===== config.mk =====
export PLATFORM = sky130hd
export DESIGN_NAME = serv_ls_seq
export DESIGN_NICKNAME = d
export VERILOG_FILES = /design/src/rtl/serv_ls_seq.sv
export SDC_FILE = /design/constraint.sdc
export NUM_CORES = 1
export LEC_CHECK = 0
export CELL_PAD_IN_SITES_DETAIL_PLACEMENT = 0
export CELL_PAD_IN_SITES_GLOBAL_PLACEMENT = 1
export CORE_MARGIN = 2
export CORE_UTILIZATION = 30
export DETAILED_ROUTE_END_ITERATION = 10
export MAX_ROUTING_LAYER = met4
export PLACE_DENSITY = 0.72
export RECOVER_POWER = 50
export SKIP_LAST_GASP = 1
export SLEW_MARGIN = 15
export SYNTH_ARGS = -nofsm -noshare
export SYNTH_HDL_FRONTEND = slang
export SYNTH_SLANG_ARGS = --single-unit

===== constraint.sdc =====
create_clock -name i_clk -period 2.1 [get_ports i_clk]
set_clock_uncertainty 0.15 [all_clocks]
set_input_delay 0.315 -clock i_clk [delete_from_list [all_inputs] [get_ports i_clk]]
set_output_delay 0.315 -clock i_clk [all_outputs]
set_load 0.1 [all_outputs]

===== src/rtl/serv_ls_seq.sv =====
// serv_ls_seq: phase sequencer for the bit-serial buffer register.
// Runs one load, store or shift at a time through init shift-in, a bus
// cycle or shift countdown, and write-back. It drives the buffer strobes
// and the Wishbone handshake.
module serv_ls_seq (
    input  logic       i_clk,
    input  logic       i_rst,
    input  logic       i_start,
    input  logic [1:0] i_op,
    input  logic [1:0] i_lsb,
    input  logic [1:0] i_size,
    input  logic       i_sh_done,
    input  logic       i_wb_ack,
    output logic       o_busy,
    output logic       o_init,
    output logic       o_en,
    output logic [4:0] o_cnt,
    output logic       o_cnt_done,
    output logic       o_byte_valid,
    output logic       o_shift_op,
    output logic       o_load,
    output logic       o_wb_cyc,
    output logic       o_wb_we,
    output logic [3:0] o_wb_sel,
    output logic       o_ext,
    output logic       o_misalign,
    output logic       o_done
);

    typedef enum logic [2:0] {
        S_IDLE,
        S_INIT,
        S_BUS,
        S_SHIFT,
        S_RUN
    } state_t;

    localparam logic [1:0] OP_STORE    = 2'd0;
    localparam logic [1:0] OP_LOAD     = 2'd1;
    localparam logic [1:0] OP_SHIFT    = 2'd2;
    localparam logic [1:0] OP_RESERVED = 2'd3;

    state_t     r_state;
    logic [4:0] r_cnt;
    logic [1:0] r_op;
    logic [1:0] r_lsb;
    logic [1:0] r_size;
    logic       r_wb_cyc;
    logic       r_wb_we;
    logic [3:0] r_wb_sel;
    logic       r_misalign;
    // Set for the single cycle in which a rejected or no-op request reports
    // completion. Starts are held off in that cycle, just as they are while
    // a real operation finishes.
    logic       r_nop_done;

    logic       w_accept;
    logic       w_mem_op;
    logic       w_misaligned;
    logic       w_cnt_last;
    logic       w_store_done;
    logic       w_run_done;
    logic [6:0] w_ext_from;

    // Byte-lane enables for an access of the given size at the given offset.
    function automatic logic [3:0] lane_sel(input logic [1:0] size, input logic [1:0] lsb);
        case (size)
            2'd0:    lane_sel = 4'b0001 << lsb;
            2'd1:    lane_sel = 4'b0011 << lsb;
            2'd2:    lane_sel = 4'hF;
            default: lane_sel = 4'h0;
        endcase
    endfunction

    assign w_accept     = (r_state == S_IDLE) && i_start && !r_nop_done;
    assign w_mem_op     = (i_op == OP_STORE) || (i_op == OP_LOAD);
    assign w_misaligned = w_mem_op &&
                          (((i_size == 2'd1) && i_lsb[0]) ||
                           ((i_size == 2'd2) && (i_lsb != 2'd0)) ||
                           (i_size == 2'd3));
    assign w_cnt_last   = (r_cnt == 5'd31);

    // Phase sequencing, bus handshake registers and operand latching.
    always_ff @(posedge i_clk or posedge i_rst) begin
        if (i_rst) begin
            r_state    <= S_IDLE;
            r_cnt      <= 5'd0;
            r_op       <= 2'd0;
            r_lsb      <= 2'd0;
            r_size     <= 2'd0;
            r_wb_cyc   <= 1'b0;
            r_wb_we    <= 1'b0;
            r_wb_sel   <= 4'h0;
            r_misalign <= 1'b0;
            r_nop_done <= 1'b0;
        end else begin
            // NOTE: every register here uses <= so all of them update from
            // pre-edge values; a blocking = would leak new values into later
            // statements of the same edge.
            r_misalign <= 1'b0;
            r_nop_done <= 1'b0;
            case (r_state)
                S_IDLE: begin
                    if (w_accept) begin
                        r_op   <= i_op;
                        r_lsb  <= i_lsb;
                        r_size <= i_size;
                        r_cnt  <= 5'd0;
                        if (i_op == OP_RESERVED) begin
                            r_nop_done <= 1'b1;
                        end else if (w_misaligned) begin
                            r_misalign <= 1'b1;
                            r_nop_done <= 1'b1;
                        end else if (i_op == OP_LOAD) begin
                            r_state  <= S_BUS;
                            r_wb_cyc <= 1'b1;
                            r_wb_we  <= 1'b0;
                            r_wb_sel <= lane_sel(i_size, i_lsb);
                        end else begin
                            r_state <= S_INIT;
                        end
                    end
                end
                S_INIT: begin
                    r_cnt <= r_cnt + 5'd1;
                    if (w_cnt_last) begin
                        r_cnt <= 5'd0;
                        if (r_op == OP_STORE) begin
                            r_state  <= S_BUS;
                            r_wb_cyc <= 1'b1;
                            r_wb_we  <= 1'b1;
                            r_wb_sel <= lane_sel(r_size, r_lsb);
                        end else begin
                            r_state <= S_SHIFT;
                        end
                    end
                end
                S_BUS: begin
                    if (i_wb_ack) begin
                        r_wb_cyc <= 1'b0;
                        r_wb_we  <= 1'b0;
                        r_wb_sel <= 4'h0;
                        r_cnt    <= 5'd0;
                        r_state  <= (r_op == OP_STORE) ? S_IDLE : S_RUN;
                    end
                end
                S_SHIFT: begin
                    if (i_sh_done) begin
                        r_cnt   <= 5'd0;
                        r_state <= S_RUN;
                    end
                end
                S_RUN: begin
                    r_cnt <= r_cnt + 5'd1;
                    if (w_cnt_last) begin
                        r_cnt   <= 5'd0;
                        r_state <= S_IDLE;
                    end
                end
                default: begin
                    r_state <= S_IDLE;
                    r_cnt   <= 5'd0;
                end
            endcase
        end
    end

    // Completion is flagged in the last cycle of an operation.
    assign w_store_done = (r_state == S_BUS) && i_wb_ack && (r_op == OP_STORE);
    assign w_run_done   = (r_state == S_RUN) && w_cnt_last;

    // Extension starts at the first bit past the access width (8, 16 or 32).
    assign w_ext_from = 7'd8 << r_size;

    // Buffer shift qualifier and sign/zero extension window.
    always_comb begin
        // NOTE: defaults first so no path leaves an output unassigned,
        // which would otherwise infer a latch.
        o_byte_valid = 1'b0;
        o_ext        = 1'b0;
        if ((r_state == S_INIT) && (r_op == OP_STORE)) begin
            // Skip the top lsb bytes so the data lands at byte offset lsb.
            o_byte_valid = ({1'b0, r_cnt[4:3]} + {1'b0, r_lsb}) < 3'd4;
        end
        if ((r_state == S_RUN) && (r_op == OP_LOAD)) begin
            o_byte_valid = 1'b1;
            o_ext        = {2'b00, r_cnt} >= w_ext_from;
        end
    end

    assign o_busy     = (r_state != S_IDLE);
    assign o_init     = (r_state == S_INIT);
    assign o_en       = (r_state == S_INIT) || (r_state == S_RUN);
    assign o_cnt      = r_cnt;
    assign o_cnt_done = o_en && w_cnt_last;
    assign o_shift_op = (r_op == OP_SHIFT) && ((r_state == S_INIT) || (r_state == S_SHIFT));
    assign o_load     = i_wb_ack && r_wb_cyc && !r_wb_we;
    assign o_wb_cyc   = r_wb_cyc;
    assign o_wb_we    = r_wb_we;
    assign o_wb_sel   = r_wb_sel;
    assign o_misalign = r_misalign;
    assign o_done     = r_nop_done || w_store_done || w_run_done;

endmodule


==> implementation parameters <==
Parameter                              Value

Synth
  Mux share of post-synthesis cell area ... 0.122
  Number of synthesized register bits ... 22
  Synthesized-area fraction occupied by adder cells ... 0.0516
  Post-synthesis share of cell area spent on xor and xnor gates ... 0.0120
  Cell types with the highest counts after synthesis ... 22 x dfrtp_1, 10 x nor2_1, 9 x inv_1, 9 x nand2_1, 8 x a21oi_1
  Simple-Gate Fraction of Synth Area ... 0.230
  Syn. warnings ... 0
  Average cell area after synthesis ... 9.89 sq um
  Count of unique library cells instantiated by Yosys ... 44
  Top post-synthesis cells by area ... dfrtp_1 38%, mux2_4 6.2%, ha_1 5.2%, mux2_2 4.6%, a21oi_1 2.8%
  Cell area after synthesis ... 1450 sq um
  Share of synthesized flip-flops with an asynchronous set or reset ... 1.00
  Post-synthesis instance total ... 147
  Number of enable-type register cells in the synthesized netlist ... 0
  Part of the Yosys area used for sequential elements ... 0.379
  Post-synth top area cell ... dfrtp_1
  Share of the synthesized area in the top cell type ... 0.379
  Post-Syn Nets ... 164
  Dominant combinational cell family by area after synthesis ... simple AND/OR/NAND/NOR gates
  Most numerous cell in the Yosys netlist ... dfrtp_1
  Synth Area in Compound Gates ... 0.157
  Top flip-flop cell by instance count after synthesis ... dfrtp_1

Setup path
  Critical path buffers and inverters ... 1
  Peak fanout along the critical path ... 2
  Total number of cells along the worst setup path ... 7
  Endpoint type of the worst setup path ... output pin
  CP Capture Point ... o_done
  Length in cells of the worst reg-to-reg path ... 7
  Worst R2R Setup Slack ... -0.09 ns
  Startpoint of the most critical register-to-register path ... o_cnt[0]
  CP arrival ... 1.75 ns
  Most common cell type on the critical path ... ha_4
  Required time of the critical path ... 1.63 ns
  WS Path Type ... flop to output pin
  Critical-path cell with the highest stage delay ... dfrtp_4
  End of the worst register-to-register path ... o_wb_sel[1]
  Critical Path Start Type ... flop
  Critical path origin ... o_cnt[1]
  Cell Chain, Critical Path ... ha_4, and3_4, ha_4, nand3_2, a21oi_2, or2_4, buf_12
  Slowest cell delay on critical path ... 0.50 ns
  Top cell family by delay on the critical path ... flip-flops

Global routing
  First-pass GRT wire length ... 6960 um
  Overall routing resource usage ... 0.171
  Antenna violations before repair ... 0
  Largest net degree at the start of global routing ... 23
  Remaining global-route overflow ... 0
  Via count of the first global-routing pass ... 1408

STA
  Least-Margin Pin Slew ... 1.29 ns
  Maximum frequency from static timing analysis ... 0.451 GHz
  RSZ-0062 raised after global routing ... true
  Endpoints failing setup ... 9
  Relative slew slack ... 0.142
  Final hold violation count ... 0
  Final period util ... 1.06
  Worst path setup slack after routing ... -0.116 ns
  Crit path time final ... 2.22 ns
  Number of pins exceeding their max-slew limit in the final report ... 0
  Accumulated negative setup slack ... -0.679 ns

Clocking
  Clock-pin slew on the worst setup and hold paths ... 0.08 ns
  Total CTS buffers ... 3
  TritonCTS clock tree ... built
  # clock sinks ... 22
  Number of hold buffers added after cts ... 0
  Total number of H-tree levels ... 1
  Maximum buffer depth of the clock tree ... 2
  Clock Tree Root ... clkbuf_8
  Clock insertion delay at the later pin of the skew report ... 0.26 ns

Die
  Top-level port count ... 32
  Effective utilization at floorplan ... 0.310
  Standard cell core area ... 4690 sq um
  Chip Height ... 73.6 um
  Area of the die ... 5420 sq um
  Chip width ... 73.6 um
  Num rows ... 25

Place
  Number of input and output port buffers inserted ... 31
  Placed insts ... 255
  Dpl hpwl ... 3270 um
  Gpl congestion ... 0.826

Route
  Drc violations ... 0
  Vias per cell ... 5.09
  First drt pass iteration count ... 4
  Detailed-route wire length per cell ... 15.4 um
  Remaining number of nets flagged by the antenna check after routing ... 0
  Final WL ... 4150 um
  DR iter-0 viols ... 96
  Via count ... 1375

Cells and area
  Non-filler cells in the finished layout ... 270
  Proportion of layout cells with a drive suffix above 1 ... 0.523
  Count of nets after finishing ... 234
  Area overhead of the layout relative to synthesis ... 68.1%
  Number of diodes ... 0

Status
  Run status ... finished, violations left
  Violations in the final reports ... negative setup slack

Hold path
  Class of the worst hold path ... flop to flop

Job
  Number of max-cap violations ... 0
## worst min-delay path by stage
| stage | startpoint | to | slack (ns) | cells past startpoint |
|---|---|---|---|---|
| finish | o_wb_sel[2] | o_wb_sel[2] | 0.36 | 1 |
| global route | o_wb_sel[2] | o_wb_sel[2] | 0.39 | 1 |
| detailed placement | o_wb_sel[1] | o_wb_sel[1] | 0.35 | 1 |
| CTS | i_rst | r_size[0] | 0.26 | 3 |
| floorplan | i_rst | o_cnt[0] | 0.15 | 1 |
| global placement | o_wb_sel[2] | o_wb_sel[2] | 0.35 | 1 |
## registers in the layout (all words and copies together) (netlist names)
| signal | cells |
|---|---|
| o_cnt | 5 |
| o_misalign | 1 |
| o_wb_cyc | 1 |
| o_wb_sel | 4 |
| o_wb_we | 1 |
| r_lsb | 2 |
| r_nop_done | 1 |
| r_op | 2 |
| r_size | 2 |
| r_state | 3 |
## routing by layer
| metal | part of all wire | wire length (um) | track usage | vias up |
|---|---|---|---|---|
| met4 | 0.0080 | 33 | 0.0424 | 0 |
| met1 | 0.43 | 1780 | 0.213 | 675 |
| li1 | - | - | - | 672 |
| met5 | 0 | 0 | - | - |
| met3 | 0.032 | 133 | 0.0206 | 2 |
| met2 | 0.53 | 2200 | 0.295 | 26 |
## cell type report
cell class	count	area (sq um)
Fill cell	416	2250
Multi-Input combinational cell	110	1030
Timing Repair Buffer	71	688
Sequential cell	22	568
Tap cell	54	67.6
Clock buffer	4	55.1
Inverter	9	33.8
## cells in the final DEF, fill, tap and decap left out, drive strengths merged, types with 6 or more instances in the layout
master | netlist | layout
clkdlybuf4s50 | 0 | 9
clkbuf | 2 | 8
a21oi | 8 | 8
o21ai | 7 | 7
nor2 | 10 | 10
dfrtp | 22 | 22
nand2 | 9 | 9
buf | 4 | 57
mux2 | 12 | 12
ha | 6 | 6
inv | 9 | 9
## timing repair
item	CTS	global route
pin swaps	8	2
setup endpoints to repair	5	14
setup buffers	8	3
gates resized for setup	4	0
## cells by family (layout without fill, tap and decap cells)
group                    count (synthesis)  in the layout
AND/OR/NAND/NOR                         56             56
AO/OA/AOI/OAI                           32             32
flip-flops                              22             22
buffers and inverters                   15             84
multiplexers                            14             14
adder cells (fa/ha/maj)                  6              6
XOR/XNOR                                 2              2
## stage by stage
step | setup slack (ns) | util | hold slack [ns] | area [sq um]
after detailed placement | -0.228 | 0.490 | 0.346 | 2300
after floorplan | -0.327 | - | 0.154 | 1680
after global placement | -0.180 | 0.490 | 0.348 | 2300
after CTS | -0.142 | 0.518 | 0.256 | 2430
after global routing | -0.170 | 0.521 | 0.395 | 2440
final | -0.116 | 0.521 | 0.365 | 2440
Power is left out: the tool's default activity adds up to more than one toggle a clock period on the data nets, which glitch-free logic cannot reach.
